`config.mk`:
```
export PLATFORM = sky130hd
export DESIGN_NAME = load_store_unit
export DESIGN_NICKNAME = d
export VERILOG_FILES = /design/src/rtl/load_store_unit.sv
export SDC_FILE = /design/constraint.sdc
export NUM_CORES = 1
export LEC_CHECK = 0
export ABC_AREA = 0
export BUFFER_PORTS_ARGS = -buffer_cell sky130_fd_sc_hd__buf_2
export CORE_MARGIN = 5
export CORE_UTILIZATION = 45
export DETAILED_ROUTE_END_ITERATION = 10
export GPL_ROUTABILITY_DRIVEN = 0
export PLACE_DENSITY_LB_ADDON = 0.12
export SLEW_MARGIN = 0
export SYNTH_ARGS = -nofsm -noshare
export SYNTH_HDL_FRONTEND = slang
export SYNTH_SLANG_ARGS = --single-unit
```
`constraint.sdc`:
```
create_clock -name clk -period 3.15 [get_ports clk]
set_clock_uncertainty 0.05 [all_clocks]
set_input_delay 0.63 -clock clk [delete_from_list [all_inputs] [get_ports clk]]
set_output_delay 0.63 -clock clk [all_outputs]
set_load 0.02 [all_outputs]
```
`src/rtl/load_store_unit.sv`:
```
// Load/store unit: splits byte/half/word accesses into word-aligned memory cycles and returns one registered response.
// Define LSU_MISALIGNED_EN to allow any byte offset (split accesses); otherwise misaligned half/word requests are errors.
module load_store_unit #(
    parameter int WORD_WIDTH = 32,
    parameter int WE_WIDTH   = WORD_WIDTH / 8
) (
    input  logic                  clk,
    input  logic                  rst,
    input  logic                  req_valid,
    output logic                  req_ready,
    input  logic                  req_we,
    input  logic [1:0]            req_size,
    input  logic                  req_unsigned,
    input  logic [WORD_WIDTH-1:0] req_addr,
    input  logic [WORD_WIDTH-1:0] req_wdata,
    output logic                  rsp_valid,
    output logic [WORD_WIDTH-1:0] rsp_rdata,
    output logic                  rsp_err,
    output logic [WORD_WIDTH-1:0] mem_addr,
    output logic [WORD_WIDTH-1:0] mem_wdata,
    output logic [WE_WIDTH-1:0]   mem_we,
    input  logic [WORD_WIDTH-1:0] mem_rdata
);

    typedef enum logic [1:0] {IDLE, LO, HI, CAP} state_t;

    state_t                  state_q, state_d;
    logic                    we_q, we_d;
    logic [1:0]              size_q, size_d;
    logic                    unsigned_q, unsigned_d;
    logic [WORD_WIDTH-1:0]   addr_q, addr_d;
    logic [WORD_WIDTH-1:0]   wdata_q, wdata_d;
    logic [WORD_WIDTH-1:0]   buf_q, buf_d;
    logic                    rsp_valid_q, rsp_valid_d;
    logic                    rsp_err_q, rsp_err_d;
    logic [WORD_WIDTH-1:0]   rsp_rdata_q, rsp_rdata_d;

    logic                    reqErr;
    logic [1:0]              offset;
    logic [WE_WIDTH-1:0]     laneMask;
    logic [2*WE_WIDTH-1:0]   shMask;
    logic [2*WORD_WIDTH-1:0] shData;
    logic                    split;
    logic [WORD_WIDTH-1:0]   loAddr;
    logic [WORD_WIDTH-1:0]   hiAddr;
    logic [2*WORD_WIDTH-1:0] pair;
    logic [WORD_WIDTH-1:0]   assembled;
    logic [WORD_WIDTH-1:0]   loadResult;

    always_comb begin
        reqErr = (req_size == 2'b11);
`ifndef LSU_MISALIGNED_EN
        if ((req_size == 2'b01 && req_addr[0]) || (req_size == 2'b10 && req_addr[1:0] != 2'b00)) begin
            reqErr = 1'b1;
        end
`endif
    end

    // Lane mask and data are shifted into a two-word window; anything in the upper word needs a second access.
    always_comb begin
        offset = addr_q[1:0];
        case (size_q)
            2'b00:   laneMask = 4'b0001;
            2'b01:   laneMask = 4'b0011;
            default: laneMask = 4'b1111;
        endcase
        shMask = {{WE_WIDTH{1'b0}}, laneMask} << offset;
        shData = {{WORD_WIDTH{1'b0}}, wdata_q} << {offset, 3'b000};
        split  = |shMask[2*WE_WIDTH-1:WE_WIDTH];
        loAddr = {addr_q[WORD_WIDTH-1:2], 2'b00};
        hiAddr = loAddr + 32'd4;
    end

    always_comb begin
        pair      = split ? {mem_rdata, buf_q} : {{WORD_WIDTH{1'b0}}, mem_rdata};
        assembled = 32'(pair >> {offset, 3'b000});
        case (size_q)
            2'b00:   loadResult = unsigned_q ? {24'b0, assembled[7:0]}
                                             : {{24{assembled[7]}}, assembled[7:0]};
            2'b01:   loadResult = unsigned_q ? {16'b0, assembled[15:0]}
                                             : {{16{assembled[15]}}, assembled[15:0]};
            default: loadResult = assembled;
        endcase
    end

    always_comb begin
        state_d     = state_q;
        we_d        = we_q;
        size_d      = size_q;
        unsigned_d  = unsigned_q;
        addr_d      = addr_q;
        wdata_d     = wdata_q;
        buf_d       = buf_q;
        rsp_valid_d = 1'b0;
        rsp_err_d   = 1'b0;
        rsp_rdata_d = '0;
        mem_addr    = '0;
        mem_wdata   = '0;
        mem_we      = '0;
        case (state_q)
            IDLE: begin
                if (req_valid) begin
                    if (reqErr) begin
                        rsp_valid_d = 1'b1;
                        rsp_err_d   = 1'b1;
                    end else begin
                        state_d    = LO;
                        we_d       = req_we;
                        size_d     = req_size;
                        unsigned_d = req_unsigned;
                        addr_d     = req_addr;
                        wdata_d    = req_wdata;
                    end
                end
            end
            LO: begin
                mem_addr = loAddr;
                if (we_q) begin
                    mem_we    = shMask[WE_WIDTH-1:0];
                    mem_wdata = shData[WORD_WIDTH-1:0];
                end
                if (split) begin
                    state_d = HI;
                end else if (we_q) begin
                    state_d     = IDLE;
                    rsp_valid_d = 1'b1;
                end else begin
                    state_d = CAP;
                end
            end
            HI: begin
                mem_addr = hiAddr;
                if (we_q) begin
                    mem_we      = shMask[2*WE_WIDTH-1:WE_WIDTH];
                    mem_wdata   = shData[2*WORD_WIDTH-1:WORD_WIDTH];
                    state_d     = IDLE;
                    rsp_valid_d = 1'b1;
                end else begin
                    buf_d   = mem_rdata;
                    state_d = CAP;
                end
            end
            CAP: begin
                state_d     = IDLE;
                rsp_valid_d = 1'b1;
                rsp_rdata_d = loadResult;
            end
            default: state_d = IDLE;
        endcase
        // A reset arriving mid-operation must not let the pending write commit.
        if (rst) begin
            mem_we = '0;
        end
    end

    always_ff @(posedge clk) begin
        if (rst) begin
            state_q     <= IDLE;
            we_q        <= 1'b0;
            size_q      <= 2'b00;
            unsigned_q  <= 1'b0;
            addr_q      <= '0;
            wdata_q     <= '0;
            buf_q       <= '0;
            rsp_valid_q <= 1'b0;
            rsp_err_q   <= 1'b0;
            rsp_rdata_q <= '0;
        end else begin
            state_q     <= state_d;
            we_q        <= we_d;
            size_q      <= size_d;
            unsigned_q  <= unsigned_d;
            addr_q      <= addr_d;
            wdata_q     <= wdata_d;
            buf_q       <= buf_d;
            rsp_valid_q <= rsp_valid_d;
            rsp_err_q   <= rsp_err_d;
            rsp_rdata_q <= rsp_rdata_d;
        end
    end

    assign req_ready = (state_q == IDLE);
    assign rsp_valid = rsp_valid_q;
    assign rsp_err   = rsp_err_q;
    assign rsp_rdata = rsp_rdata_q;

endmodule

```
======== Yosys cells after proc, flatten, opt, wreduce, memory -nomap -nowiden ========
Cells that the tools add are included.
cells by class
  add/sub/neg operators ................... 1
  bitwise gates (word level) .............. 4
  equal/unequal tests ..................... 9
  shift-type cells ........................ 3
  muxes and demuxes ....................... 24
  reductions and logical operators ........ 12
operator list
  operator                 number
  $pmux W32 S2             3
  $mux W32                 4
  $mux W64                 1
  $shl A32 B5 Y64          1
  $shr A64 B5 Y32          1
  $add A32 B3 Y32 const B  1
  $pmux W4 S2              2
  $mux W4                  3
  $eq A2 B2 Y1 const B     4
  $mux W2                  4
  $pmux W2 S4              1
  $shl A4 B2 Y8            1
  $eq A2 B1 Y1 const B     3
  $mux W1                  5
  $logic_not A2 Y1         2
  $ne A2 B2 Y1 const B     2
  $not A1 Y1               4
  $pmux W1 S4              1
  $reduce_and A2 Y1        2
  $reduce_or A2 Y1         2
  $reduce_or A4 Y1         1
  $reduce_and A3 Y1        1
  $logic_and A1 B1 Y1      2
  $reduce_bool A2 Y1       1
  $logic_or A1 B1 Y1       1
word-level totals
  input bits .............................. 103
  logic and storage cells ................. 63
  register bits after elaboration ......... 136
  output and inout port bits .............. 103

======== Longest topological paths before layout ========
Gate-level depths: netlist of run 1.
  word-level depth ........................ 8
  mapped depth ............................ 8
  depth with buffers taken out ............ 7

======== Worst setup path after synthesis of run 1 ========
Ideal clock, no wire load.
  path type ............................... register -> output
  start point ............................. register state_q[0]
  end point ............................... output mem_addr[31]
  data required time ...................... 2470 ps
  path buffers ............................ 1
  slack ................................... 275 ps
  cell stages (with the launch flop) ...... 8
  data arrival time ....................... 2195 ps
  cell sequence ........................... dfxtp_1 inv_1 ha_1 clkinv_1 nor2_1 clkbuf_1 nand4_1 o21ai_0
between the ends
  word-level cells in the longest chain between the ends .. 2
  elaborated cells on any way between the ends .. 3
  those cells by class .................... eq/ne: 2; mux: 1
RTL lines
  what                                                 RTL line  source
  from (decl)                                          27        state_t state_q, state_d;
  from (signal assigned)                               169       state_q <= state_d;
  $eq A2 B2 Y1 / $eq A2 B1 Y1 (equally long branches)  100       case (state_q)
  $pmux W32 S2 *                                       100
  to (decl)                                            19        output logic [WORD_WIDTH-1:0] mem_addr,
Mark *: on every way between the ends. The rest lies on a longest branch, timed or not.

======== Final worst setup path of run 1 ========
  start point ............................. register addr_q[1]
  end point ............................... output mem_we[0]
between the ends
  word-level cells in the longest chain between the ends .. 4
  elaborated cells on any way between the ends .. 5
  those cells by class .................... shift: 1; mux: 4
RTL lines
  what                        RTL line  source
  from (decl)                 31        logic [WORD_WIDTH-1:0] addr_q, addr_d;
  from (signal assigned)      173       addr_q <= addr_d;
  $shl A4 B2 Y8 *             67        shMask = {{WE_WIDTH{1'b0}}, laneMask} << offset;
  $mux W4 (on tied branches)  133, 118
  $pmux W4 S2 *               100
  $mux W4 *                   151       if (rst) begin
  to (decl)                   21        output logic [WE_WIDTH-1:0] mem_we,
Marked as above.

==> out/results.tsv, run 1 <==
metric	value	unit
outcome	complete, no violations	
Cell Area, Synth	7650	um^2
Total Power	0.00456	W
peak supply drop	363	uV
Seq/Total Area, Yosys	0.335	
clk buf depth	2	
cts bufs inserted	17	
Total Wirelength	26300	um
total gr overflow	0	
FF+latch area	2580	um^2
antenna violations before repair	3	
clock power share	0.456	
Port Buf Inserts	203	
Slew Limit Fails	0	
Tcrit/Tclk final	0.949	
relative slew slack	0.525	
dpl hpwl	18500	um
pwr dens	476	nW/um^2
Int Power	0.00326	W
worst path required time	2.47	ns
fraction of layout instances using a drive strength above 1	0.246	
number of I/O pins	206	
DRT iter0 DRCs	795	
RSZ-0062 raised after global routing	no	
CP Max Fanout	24	
commonest non-fill, non-tap cell in the layout	nand2_1	
minimum clock period	2.99	ns
Fin. Hold Viols	0	
die height	140	um
die area	19700	um^2
Hold Crit Depth	3	
Worst-path clk slew	0.06	ns
combinational share of power	0.152	
initial core utilization	0.460	
design area	9570	um^2
HP Start	req_addr[12]	
worst reg-to-reg setup slack	0.74	ns
Fmax	335	MHz
Post-layout nets	1357	
multi-input logic area	4750	um^2
DR WL/cell	17.7	um
reg2reg end	rsp_rdata[12]	
kind of critical path	register to output port	
Startpoint Class	register	
Area after DPL	8850	um^2
TNS Setup	0	ns
# rows	47	
power share of the sequential group	0.391	
via/cell ratio	5.73	
Synthesis Warnings	0	
Min Hold Slack	0.379	ns
endpoints failing setup	0	
CTS tree	yes	
clk root buf	clkbuf_16	
Die W	140	um
fillcell total	1655	
hold buffers post-CTS	0	
register bit total from synthesis	128	
Worst Path Arrival	2.31	ns
Slew @ Worst Pin	0.713	ns
Worst-Skew Late Latency	0.43	ns
Leak Pwr	3.78	nW
DRC	0	
Setup crit end kind	output port	
Psw	0.00130	W
most frequent cells in the layout	271 x nand2_1, 202 x buf_2, 153 x a21oi_1	
drt pass-1 iters	5	
number of flops mapped to enable cells by yosys	0	
CORE AREA	16600	um^2
R2R depth	4	
Worst Slack Setup Final	0.161	ns
pin count of the biggest net entering global routing	69	
Sw Share	0.284	
pre-CTS WS	0.316	ns
global-route wire length before repair	40900	um
Worst Setup SP	addr_q[1]	
clock sinks	128	
WHS Endpoint	addr_q[12]	
via count of the first global-routing pass	7905	
maxcap violations	0	
H-tree depth	4	
syn_area_per_cell	7.10	um^2
Synth cell types	55	
ys async rst share	0	
post-synthesis cell count	1077	
worst r2r src	addr_q[1]	
predominant post-synthesis flop cell	dfxtp_1	
Total GRT Usage	0.255	
Vias	8499	
ANT nets after route	0	
Area growth syn-to-layout	25.2	%
HP Class	input pin to register	
## worst max-delay path: stages, from the launching register on
cell,delay (ns)
dfxtp_2,0.60
nand2_1,0.41
a21boi_0,0.31
nor2_1,0.16
nor2_1,0.05
nor2_1,0.15
buf_2,0.20
## synthesized netlist by cell type, types with 8 or more instances
| library cell | instances | area share |
|---|---|---|
| nand2_1 | 273 | 0.13 |
| a21oi_1 | 153 | 0.10 |
| dfxtp_1 | 128 | 0.34 |
| nor2_1 | 74 | 0.036 |
| clkbuf_1 | 66 | 0.032 |
| mux2i_1 | 58 | 0.076 |
| o21ai_0 | 58 | 0.038 |
| nand3_1 | 31 | 0.020 |
| and2_1 | 21 | 0.017 |
| and3_1 | 19 | 0.016 |
| a211oi_1 | 17 | 0.017 |
| a22oi_1 | 16 | 0.016 |
| buf_2 | 11 | 0.0072 |
| nand4_1 | 11 | 0.0090 |
| inv_1 | 10 | 0.0049 |
| a31oi_1 | 9 | 0.0074 |
| o22a_1 | 9 | 0.010 |
| mux2_2 | 8 | 0.012 |
| o32ai_1 | 8 | 0.0092 |
## area by class of cell
class	count	area share
Multi-Input combinational cell	852	0.497
Sequential cell	128	0.269
Timing Repair Buffer	239	0.136
Clock buffer	18	0.0448
Tap cell	220	0.0288
Clock inverter	13	0.0195
Inverter	11	0.00431
Antenna cell	3	0.000784
## metrics by stage
stage          utilization  cells
3_3_place_gp         0.532   1445
4_1_cts              0.569   1477
6_report             0.575   1484
2_1_floorplan            -   1078
5_1_grt              0.575   1484
3_5_place_dp         0.532   1445
## how the worst max path moves through the flow
| stage | slack (ns) | cells past startpoint | end |
|---|---|---|---|
| after detailed placement | 0.32 | 7 | mem_addr[26] |
| final | 0.16 | 6 | mem_we[0] |
| after global routing | 0.004 | 7 | mem_addr[19] |
| after floorplan | 0.28 | 7 | mem_addr[31] |
| after CTS | 0.01 | 6 | mem_addr[29] |
| after global placement | 0.34 | 7 | mem_addr[26] |
## what timing repair did
action	4_1_cts	5_1_grt
pin swaps	1	3
gates resized for setup	1	22
setup buffers	1	4
endpoints found under the setup margin	8	29
## sequential cells by signal, indices dropped and copies added, names as in the netlist
signal	cells
size_q	2
unsigned_q	1
addr_q	32
state_q	2
rsp_valid	1
buf_q	24
we_q	1
rsp_rdata	32
rsp_err	1
wdata_q	32
## per-layer routing
| layer | routed length, um | GRT usage |
|---|---|---|
| met1 | 11300 | 0.334 |
| met2 | 12100 | 0.401 |
| met3 | 2050 | 0.0610 |
| met4 | 827 | 0.106 |
| met5 | 0 | 0 |
## power groups by stage
stage | clock network (W) | logic, W | registers (W)
global route | 0.00219 | 0.000763 | 0.00179
floorplan | 0 | 0.000465 | 0.00178
CTS | 0.00211 | 0.000688 | 0.00178
detailed placement | 0 | 0.000683 | 0.00181
finish | 0.00208 | 0.000695 | 0.00178
global placement | 0 | 0.000677 | 0.00181
## kinds of logic (layout without fill, tap and decap cells)
kind of cell               count (synthesis)  after routing  synth area share
and+or+nand+nor                          469            469             0.271
AOI/OAI and AO/OA                        308            308             0.240
DFF                                      128            128             0.335
buffers and inverters                     98            281            0.0519
muxes                                     68             68            0.0936
adders and majority gates                  5              5           0.00818
other                                      1              5          0.000490
No activity file was read; power rests on OpenSTA's default activity.
==> inputs of run 2 (changes only) <==
==> constraint.sdc (replaced) <==
create_clock -name clk -period 3.8 [get_ports clk]
set_clock_uncertainty 0.05 [all_clocks]
set_input_delay 0.76 -clock clk [delete_from_list [all_inputs] [get_ports clk]]
set_output_delay 0.76 -clock clk [all_outputs]
set_load 0.02 [all_outputs]
==> run 2 against run 1 <==
  * Utilization decreased by 1.4 points
  * Cell count shrank 1.1%
  * Register-to-register slack gained 0.25 ns
  * Non-clock buffer count is 15 lower
  * Design area shrank 2.4%
  * Total power down 19%
  * Clock power down 21%
  * Via count is 0.81% lower
  * First-iteration DRC count shrank 4.2%
  * Sequential share of layout area is 0.55 points higher
  * Wire length shrank 1.1%
  * Critical path type unchanged
  * Critical endpoint is now mem_addr[26]
==> out/results.tsv, run 2 (synthesis gave the netlist of run 1 again) <==
metric	value	unit	change
endpoints failing setup	0		unchanged
minimum clock period	3.46	ns	
hold buffers post-CTS	0		unchanged
# rows	47		unchanged
Worst Path Arrival	2.65	ns	+0.34 ns
outcome	complete, no violations		
commonest non-fill, non-tap cell in the layout	nand2_1		
fraction of layout instances using a drive strength above 1	0.217		-0.0291
Total GRT Usage	0.253		-0.00157
TNS Setup	0	ns	unchanged
Setup crit end kind	output port		
Tcrit/Tclk final	0.910		
Post CTS Setup Buffer Count	0		-1
Leak Pwr	3.68	nW	-2.6%
DRT iter0 DRCs	762		-4.2%
clock sinks	128		unchanged
Fmax	289	MHz	
die area	19700	um^2	unchanged
number of I/O pins	206		unchanged
worst path required time	2.99	ns	+0.52 ns
pre-CTS WS	0.830	ns	+0.514 ns
peak supply drop	334	uV	-8.0%
H-tree depth	4		unchanged
DP Cell Count	1435		-0.69%
CTS tree	yes		
Crit path top cell by count	nand3_1		
Slew @ Worst Pin	1.12	ns	+0.409 ns
relative slew slack	0.253		-0.272
HP Start	buf_q[9]		
clk root buf	clkbuf_16		
pwr dens	394	nW/um^2	-17%
CP delay by family, top	simple AND/OR/NAND/NOR gates		
initial core utilization	0.460		unchanged
Worst Setup SP	addr_q[2]		
Worst-path clk slew	0.05	ns	about the same
drt pass-1 iters	7		+2
Slew Limit Fails	0		unchanged
RSZ-0062 raised after global routing	no		
CTS resizes	0		-1
DR WL/cell	17.7	um	about the same
Vias	8430		-0.81%
ANT nets after route	0		unchanged
Area growth syn-to-layout	22.2	%	
via/cell ratio	5.75		+0.34%
worst r2r src	size_q[1]		
fillcell total	1696		+2.5%
Die W	140	um	unchanged
clk buf depth	2		unchanged
via count of the first global-routing pass	7770		-1.7%
Startpoint Class	register		
worst path bufs/invs	1		unchanged
Worst Slack Setup Final	0.340	ns	+0.179 ns
non-filler instance count after layout	1467		-1.1%
pin count of the biggest net entering global routing	73		+5.8%
design area	9350	um^2	-2.4%
die height	140	um	unchanged
Port Buf Inserts	203		unchanged
kind of critical path	register to output port		
CP Max Fanout	6		-75%
HP Class	register to register		
antenna violations before repair	1		-2
most frequent cells in the layout	273 x nand2_1, 202 x buf_2, 153 x a21oi_1		
CP max stage delay	0.50	ns	-0.10 ns
dpl hpwl	17900	um	-3.2%
total gr overflow	0		unchanged
critical path's slowest cell	nor4_4		
cts bufs inserted	17		unchanged
maxcap violations	0		unchanged
Total Wirelength	26000	um	-1.1%
Worst-Skew Late Latency	0.42	ns	about the same
DRC	0		unchanged
CORE AREA	16600	um^2	unchanged
Post-layout nets	1342		-1.1%
Area after DPL	8770	um^2	-0.85%
global-route wire length before repair	40700	um	-0.45%
Fin. Hold Viols	0		unchanged
cells along the critical path	ha_1 > nand3_1 > nor4_4 > nand2_1 > or4_1 > nand3_1 > buf_2		
-- run 2: changes by cell type in the layout (fill, tap and decap cells not counted), sizes merged --
cell / delta
clkinvlp: -5
bufinv: -1
clkinv: +3
buf: -15
diode: -2
inv: -3
clkbuf: +6
-- run 2: per-layer routing --
| layer | global-route usage | wire [um] | vias to the layer above |
|---|---|---|---|
| met5 | 0 | 0 | - |
| met4 | 0.0806 | 537 | 0 |
| met3 | 0.0535 | 1890 | 43 |
| met2 | 0.407 | 12100 | 359 |
| met1 | 0.340 | 11500 | 3924 |
| li1 | - | - | 4104 |
-- run 2: worst paths after layout --
kind | end | slack [ns] | cells past startpoint
worst max-delay path | mem_addr[26] | 0.34 | 7
worst min-delay path | buf_q[9] | 0.41 | 2
worst max register to register | rsp_rdata[22] | 0.99 | 6
worst min register to register | buf_q[9] | 0.41 | 2
-- run 2: power by group --
part | switching, W | leakage, nW | internal (W)
clock network | 0.000595 | 0.282 | 0.00104
registers | 0.0000791 | 1.04 | 0.00140
logic | 0.000360 | 2.36 | 0.000203
total | 0.00103 | 3.68 | 0.00264
-- run 2: metrics by stage --
| step | power, W | hold WS [ns] | util |
|---|---|---|---|
| finish | 0.00368 | 0.407 | 0.562 |
| global route | 0.00382 | 0.425 | 0.562 |
| CTS | 0.00369 | 0.406 | 0.561 |
| detailed placement | 0.00206 | 0.398 | 0.527 |
| global placement | 0.00206 | 0.393 | 0.527 |
| floorplan | 0.00186 | 0.386 | - |
-- run 2: area by class of cell --
class | count | area, um^2 | share of cell area
Antenna cell | 1 | 2.50 | 0.000268
Timing Repair Buffer | 224 | 1190 | 0.127
Multi-Input combinational cell | 852 | 4700 | 0.503
Clock inverter | 7 | 110 | 0.0118
Inverter | 11 | 41.3 | 0.00442
Clock buffer | 24 | 462 | 0.0494
Sequential cell | 128 | 2570 | 0.275
Tap cell | 220 | 275 | 0.0295
-- run 2: worst min-delay path: cells and delay by family, from the launching register on --
family / cells / cell delay (ns)
flops: 1 / 0.31
simple gates: 1 / 0.05
compound gates: 1 / 0.05
